--- config.mk ---
export PLATFORM = sky130hd
export DESIGN_NAME = dma_fifo_push_arbiter
export DESIGN_NICKNAME = d
export VERILOG_FILES = /design/src/rtl/dma_fifo_push_arbiter.sv
export SDC_FILE = /design/constraint.sdc
export NUM_CORES = 1
export LEC_CHECK = 0
export CAP_MARGIN = 40
export CORE_AREA = 3 3 125 127
export DETAILED_ROUTE_END_ITERATION = 8
export DIE_AREA = 0 0 128 130
export PLACE_DENSITY = 0.77
export RECOVER_POWER = 25
export SKIP_LAST_GASP = 1
export SYNTH_ARGS = -nofsm -noshare
export SYNTH_HDL_FRONTEND = slang
export SYNTH_SLANG_ARGS = --single-unit
--- constraint.sdc ---
create_clock -name clockCore -period 3.01 [get_ports clockCore]
set_clock_uncertainty 0.15 [all_clocks]
set_input_delay 0.301 -clock clockCore [delete_from_list [all_inputs] [get_ports clockCore]]
set_output_delay 0.301 -clock clockCore [all_outputs]
set_load 0.05 [all_outputs]
--- src/rtl/dma_fifo_push_arbiter.sv ---
// dma_fifo_push_arbiter: round-robin burst arbiter feeding requester beats into a shared push FIFO
module dma_fifo_push_arbiter #(
  parameter int NUM_REQ = 4,
  parameter int DATA_W  = 56,
  parameter int DEPTH   = 8
) (
  input  logic                      clockCore,
  input  logic                      resetCore,
  input  logic                      enable,
  input  logic [NUM_REQ-1:0]        reqMask,
  input  logic [3:0]                burstLimit,
  input  logic [NUM_REQ-1:0]        reqValid,
  input  logic [NUM_REQ*DATA_W-1:0] reqData,
  output logic [NUM_REQ-1:0]        reqReady,
  output logic                      fifoPush,
  output logic [DATA_W-1:0]         fifoDataIn,
  input  logic [3:0]                fifoDepth,
  input  logic                      fifoOverrun,
  output logic [2:0]                grantId,
  output logic                      busy,
  output logic                      errOverrun,
  input  logic                      errClear,
  output logic [15:0]               beatCount
);
  localparam int GW = $clog2(NUM_REQ);
  typedef enum logic {S_IDLE, S_BURST} state_t;
  state_t              r_state, w_next;
  logic [GW-1:0]       r_grant, r_last, w_pick;
  logic [4:0]          r_burst_cnt, w_limit;
  logic [NUM_REQ-1:0]  w_eligible, w_others;
  logic                w_space, w_gnt_elig, w_xfer, w_last_beat, w_exit;
  logic [DATA_W-1:0]   w_data [NUM_REQ];

  assign w_eligible  = reqValid & reqMask & {NUM_REQ{enable}};
  assign w_space     = ({1'b0, fifoDepth} + {4'b0, fifoPush}) < 5'(DEPTH);
  assign w_gnt_elig  = w_eligible[r_grant];
  assign w_others    = w_eligible & ~(NUM_REQ'(1) << r_grant);
  assign w_xfer      = (r_state == S_BURST) && w_gnt_elig && w_space;
  assign w_limit     = (burstLimit == 4'd0) ? 5'd16 : {1'b0, burstLimit};
  assign w_last_beat = w_xfer && (r_burst_cnt + 5'd1 >= w_limit);
  assign w_exit      = w_last_beat || !w_gnt_elig || (!w_space && |w_others);
  assign grantId     = 3'(r_grant);

  // split the flat data bus into per-requester beats
  always_comb
    for (int i = 0; i < NUM_REQ; i++) w_data[i] = reqData[i*DATA_W +: DATA_W];

  // round-robin winner: scan downward so the nearest index after the last grant is assigned last
  always_comb begin
    w_pick = r_last;
    for (int k = NUM_REQ; k >= 1; k--) begin
      logic [GW-1:0] j;
      j = GW'((int'(r_last) + k) % NUM_REQ);
      if (w_eligible[j]) w_pick = j;
    end
  end

  // state register
  always_ff @(posedge clockCore or negedge resetCore)
    if (!resetCore) r_state <= S_IDLE;
    else r_state <= w_next;

  // next state: any eligible requester starts a grant, burst ends on limit, idle requester or yield
  always_comb
    w_next = (r_state == S_IDLE) ? (|w_eligible ? S_BURST : S_IDLE) : (w_exit ? S_IDLE : S_BURST);

  // outputs: only the granted requester may be ready, and only when the FIFO has room
  always_comb begin
    reqReady = w_xfer ? NUM_REQ'(1) << r_grant : '0;
    busy     = r_state == S_BURST;
  end

  // grant bookkeeping: capture the winner on leaving IDLE, count beats within the grant
  always_ff @(posedge clockCore or negedge resetCore)
    if (!resetCore) begin
      r_grant     <= '0;
      r_last      <= GW'(NUM_REQ - 1);
      r_burst_cnt <= '0;
    end else if (r_state == S_IDLE && |w_eligible) begin
      r_grant     <= w_pick;
      r_last      <= w_pick;
      r_burst_cnt <= '0;
    end else if (w_xfer) r_burst_cnt <= r_burst_cnt + 5'd1;

  // registered push port and running beat total
  always_ff @(posedge clockCore or negedge resetCore)
    if (!resetCore) begin
      fifoPush   <= 1'b0;
      fifoDataIn <= '0;
      beatCount  <= '0;
    end else begin
      fifoPush <= w_xfer;
      if (w_xfer) begin
        fifoDataIn <= w_data[r_grant];
        beatCount  <= beatCount + 16'd1;
      end
    end

  // sticky overrun flag, a new overrun beats a simultaneous clear
  always_ff @(posedge clockCore or negedge resetCore)
    if (!resetCore) errOverrun <= 1'b0;
    else errOverrun <= fifoOverrun | (errOverrun & ~errClear);
endmodule
# [After elaboration in Yosys (flattened, before gate mapping)]
# Cells that the tools add are included.
[word_totals] rom_bits=0 n_memories=0 input_bits=245 regBits=84 wordCells=70 latchBits=0 ramBits=0 output_inout_bits=82
[classes] n_bitwise=9 mul=0 shift=1 addsub=7 magnitude_cmp=8 mux=24 div_mod_pow=0 reduce_logical=13 n_eq_ne=0
[ops] cell="binary-select mux 56 bit (select 2 bit)" n=1
[ops] cell="two-way mux 56 bit" n=2
[ops] cell="adder 16 x 1 -> 16 bit, second input constant" n=1
[ops] cell="less-than comparator 2 x 3 -> 1 bit, second input constant" n=5
[ops] cell="two-way mux 5 bit" n=3
[ops] cell="AND 4 bit" n=3
[ops] cell="binary-select mux 1 bit (select 2 bit)" n=5
[ops] cell="two-way mux 1 bit" n=8
[ops] cell="two-way mux 2 bit" n=4
[ops] cell="OR reduction 4 bit" n=2
[ops] cell="adder 4 x 1 -> 5 bit" n=1
[ops] cell="adder 5 x 1 -> 5 bit, second input constant" n=1
[ops] cell="greater-or-equal comparator 5 bit" n=1
[ops] cell="logical AND 1 bit" n=5
[ops] cell="less-than comparator 5 x 4 -> 1 bit, second input constant" n=1
[ops] cell="adder 2 x 1 -> 2 bit, second input constant" n=2
[ops] cell="adder 2 bit, second input constant" n=2
[ops] cell="logical NOT 4 bit" n=1
[ops] cell="two-way mux 4 bit" n=1
[ops] cell="NOT 4 bit" n=1
[ops] cell="<< shifter 1 x 2 -> 4 bit, first input constant" n=1
[ops] cell="greater-or-equal comparator 3 bit, second input constant" n=1
[ops] cell="NOT 2 -> 3 bit" n=1
[ops] cell="logical NOT 1 bit" n=2
[ops] cell="5 further kinds" n=7

# [Logic depth before layout (Yosys ltp)]
[depth] depth_word=11 depth_mapped=8 ltp_nobuf=8

# [Least setup slack after synthesis]
# No wires, ideal clock.
[synth_path] path_kind="reg-to-output" start="reg r_grant[0]" end="out reqReady[2]" path_buffers=3 path_stages_with_launch=7 arrival_ps=3257 slack_ps=-698 required_ps=2559 path_cell_list="dfrtp_1 > buf_4 > mux4_2 > or3_4 > buf_6 > buf_2 > nor3b_1"
[synth_via] elab_chain_cells=5 word_cells_on_any_way=6 classes_between="shift (1); mux (3); reduce/logical (2)"
[synth_rtl] item="from (decl)" line_no="28" source="logic [GW-1:0] r_grant, r_last, w_pick;"
[synth_rtl] item="from (signal assigned)" line_no="80" source="r_grant <= w_pick;"
[synth_rtl] item="binary-select mux 1 bit (select 2 bit)" line_no="36" source="assign w_gnt_elig = w_eligible[r_grant];"
[synth_rtl] item="two-way mux 1 bit (not written as such)" line_no="36"
[synth_rtl] item="logical AND 1 bit (2 in series)" line_no="38" source="assign w_xfer = (r_state == S_BURST) && w_gnt_elig && w_space;"
[synth_rtl] item="two-way mux 4 bit *" line_no="69" source="reqReady = w_xfer ? NUM_REQ'(1) << r_grant : '0;"
[synth_rtl] item="to (decl)" line_no="14" source="output logic [NUM_REQ-1:0] reqReady,"
# Mark *: on every way between the ends. The rest lies on a longest branch, timed or not. The select of a mux whose other input is x is not followed.

# [Worst setup path in the final report]
[layout_path] start="in reqValid[3]" end="out reqReady[1]"
[layout_via] elab_chain_cells=7
[layout_rtl] item="from (decl)" line_no="12" source="input logic [NUM_REQ-1:0] reqValid,"
[layout_rtl] item="AND 4 bit (2 in series)" line_no="34" source="assign w_eligible = reqValid & reqMask & {NUM_REQ{enable}};"
[layout_rtl] item="binary-select mux 1 bit (select 2 bit)" line_no="36"
[layout_rtl] item="two-way mux 1 bit (not written as such)" line_no="36"
[layout_rtl] item="logical AND 1 bit (2 in series)" line_no="38"
[layout_rtl] item="two-way mux 4 bit" line_no="69"
# Every way passes these cells. The select of a mux whose other input is x is not followed.

==> impl_metrics.tcl <==
set metrics [dict create \
    ys_seq_area_share_pct 41.6 \
    yosysUniqueCellTypes 46 \
    cts.repair.resized 0 \
    vias_per_cell 5.12 \
    hold_viol_final 0 \
    start_kind "primary input" \
    drive_gt1_share_pct 12.7 \
    synth_nets 730 \
    fin_crit_sh_pct 96.4 \
    tns_ps 0 \
    cts_tree "built" \
    setup_violations 0 \
    grt_pass1_wl_mm 28.0 \
    cts_max_path_buffers 2 \
    worstPathCellList "clkdlybuf4s50_1 > nand2_2 > mux4_2 > or3_4 > inv_2 > nand2_1 > nor2_2 > buf_12" \
    dpl.hpwl_mm 14.9 \
    coreArea_um2 14500 \
    intPower_mw 3.70 \
    post_dp_cell_area_um2 8550 \
    synthCells 478 \
    nFillCells 1185 \
    root_buffer "clkbuf_16" \
    hold_ws_ps 322 \
    final_nets 1045 \
    syn_area_um2 5050 \
    leakagePower_nw 3.84 \
    min_period_ps 2900 \
    area_growth_pct 75.2 \
    clockPowerShare_pct 17.0 \
    critPathMaxStageDelay_ps 540 \
    synth_edf_count 0 \
    combinationalPowerShare_pct 56.3 \
    die_w_um 128 \
    dr.pass1.iters 5 \
    finalInstanceArea_um2 8850 \
    drc 0 \
    antenna_left 0 \
    finalMaxSlewViolations 65 \
    hp-class "flop to flop" \
    numPortBuffers 325 \
    cts_buffers 9 \
    clkSinkCount 84 \
    swShare_pct 43.1 \
    ff_latch_area_um2 2110 \
    antenna_found_initial 0 \
    grt_pass1_vias 5273 \
    violations "max-capacitance violations, max-slew violations" \
    cp_data_arrival_time_ps 2450 \
    cts_setup_buffers 0 \
    cts.htree.levels 3 \
    io_pins 327 \
    ir_drop_v 0.000540 \
    layout_common_cells "clkdlybuf4s50_1, nand2_1, dfrtp_1, mux4_2, nand3_1" \
    drtIter0Drc 238 \
    postLayoutCoreUtil_pct 60.9 \
    avgSynthCellArea_um2 10.6 \
    synthArstFlopShare_pct 100 \
    grt_util_all_layers_pct 21.7 \
    fmax_mhz 344 \
    worst_slew_pin_slew_ps 1600 \
    die_h_um 130 \
    multiInputGateArea_um2 2800 \
    path_max_fanout 10 \
    gr-total-overflow 0 \
    grt_max_degree 65 \
    start_util_pct 34.8 \
    num_vias 5033 \
    num_rows 44 \
    clk_latency_ps 330 \
    critical_path.endpoint_type "output port" \
    synthFlopType "dfrtp_1" \
    power_density_nw_per_um2 734 \
    die-area_um2 16600 \
    final_common_cell "clkdlybuf4s50_1" \
    p_sw_mw 2.80 \
    path_clk_slew_ps 60 \
    status "finished, violations left" \
    cap_viol_max_count 1 \
    crit_path_top_delay_cell "clkdlybuf4s50_1" \
    drt-total-wl_mm 18.5 \
    crit_required_ps 2560 \
    place_congestion 1.00 \
    wire_per_inst_um 18.8 \
    p_total_mw 6.50 \
    synth-seq-cells 84 \
    synth_warnings 0 \
    max_slew_margin_pct -6.96 \
    power_frac_seq_pct 26.7 \
    crit_type "primary input to output port" \
    rsz0062_at_grt "no" \
]
==> sequential cells by signal, indices dropped and copies added, names as in the netlist <==
signal	cells
fifoDataIn	56
beatCount	16
r_burst_cnt	5
r_grant	2
r_last	2
busy	1
errOverrun	1
fifoPush	1
==> metrics by stage <==
step                setup WS, ps  std cells
floorplan                  -38.0        478
global placement             192        965
detailed placement           122        965
CTS                          121        982
global route                14.2        982
finish                       107        983
==> cells by family (layout without fill, tap and decap cells) <==
logic type	Yosys count	in the layout	share of synthesized area, %
xor gates and xnor gates	17	17	2.95
muxes	59	59	25.8
buffers and inverters	40	360	3.51
and+or+nand+nor	244	244	20.9
AOI/OAI and AO/OA	26	26	3.39
other	1	2	0.0742
adders and majority gates	7	7	1.73
DFF	84	84	41.6
==> per-layer routing <==
layer	routed length (µm)	GRT usage, %	up-vias	share of wire (%)
met1	6810	25.2	2414	37
met5	0	0	-	0
met4	335	6.55	0	1.8
met2	9640	39.6	281	52
met3	1720	5.32	27	9.3
li1	-	-	2311	-
==> power by group through the flow <==
stage | registers [mW] | clock network [mW] | logic (mW)
4_1_cts | 1.74 | 1.13 | 3.69
5_1_grt | 1.79 | 1.17 | 3.87
3_5_place_dp | 1.75 | 0 | 3.69
2_1_floorplan | 2.90 | 0 | 1.18
6_report | 1.74 | 1.10 | 3.66
3_3_place_gp | 1.74 | 0 | 3.64
==> critical path: cells and delay by family <==
family                 cells  cell delay (ps)
buffers and inverters      3              820
muxes                      1              500
and+or+nand+nor            4              830
==> cell usage after synthesis, types with 5 or more instances <==
cell	instances	area [µm²]
nor2_1	9	33.8
nor3_1	5	25.0
mux4_2	57	1280
xor2_1	9	78.8
ha_1	7	87.6
buf_2	10	50.1
xnor2_1	8	70.1
inv_1	6	22.5
dfrtp_1	82	2050
clkbuf_1	15	56.3
nand2_1	189	709
nand3_1	14	70.1
a21oi_1	9	45.0
buf_1	5	18.8
==> path summary, 6_finish.rpt <==
| kind | startpoint | to | slack, ps | cells after the start |
|---|---|---|---|---|
| min in group asynchronous | resetCore | fifoDataIn[46] | 770 | 2 |
| hold reg to reg | fifoDataIn[30] | fifoDataIn[30] | 320 | 2 |
| max in group asynchronous | resetCore | r_grant[0] | 800 | 2 |
| setup / recovery | reqValid[3] | reqReady[1] | 110 | 8 |
| setup reg to reg | r_grant[0] | beatCount[12] | 650 | 6 |
| hold / removal | fifoDataIn[30] | fifoDataIn[30] | 320 | 2 |
==> final cells by class <==
class	instances	share of cell area, %
timing repair buffer	337	38.3
multi-input combinational	354	31.6
sequential	84	23.8
clock buffer	12	2.78
tap	184	2.60
clock inverter	4	0.551
inverter	7	0.297
antenna	1	0.0283
==> repair_timing <==
| action | CTS | global route |
|---|---|---|
| hold buffers | 1 | 0 |
| endpoints found under the hold margin | 60 | 0 |
| endpoints found under the setup margin | 0 | 0 |
Note: power is estimated with default switching activity, not from simulation.
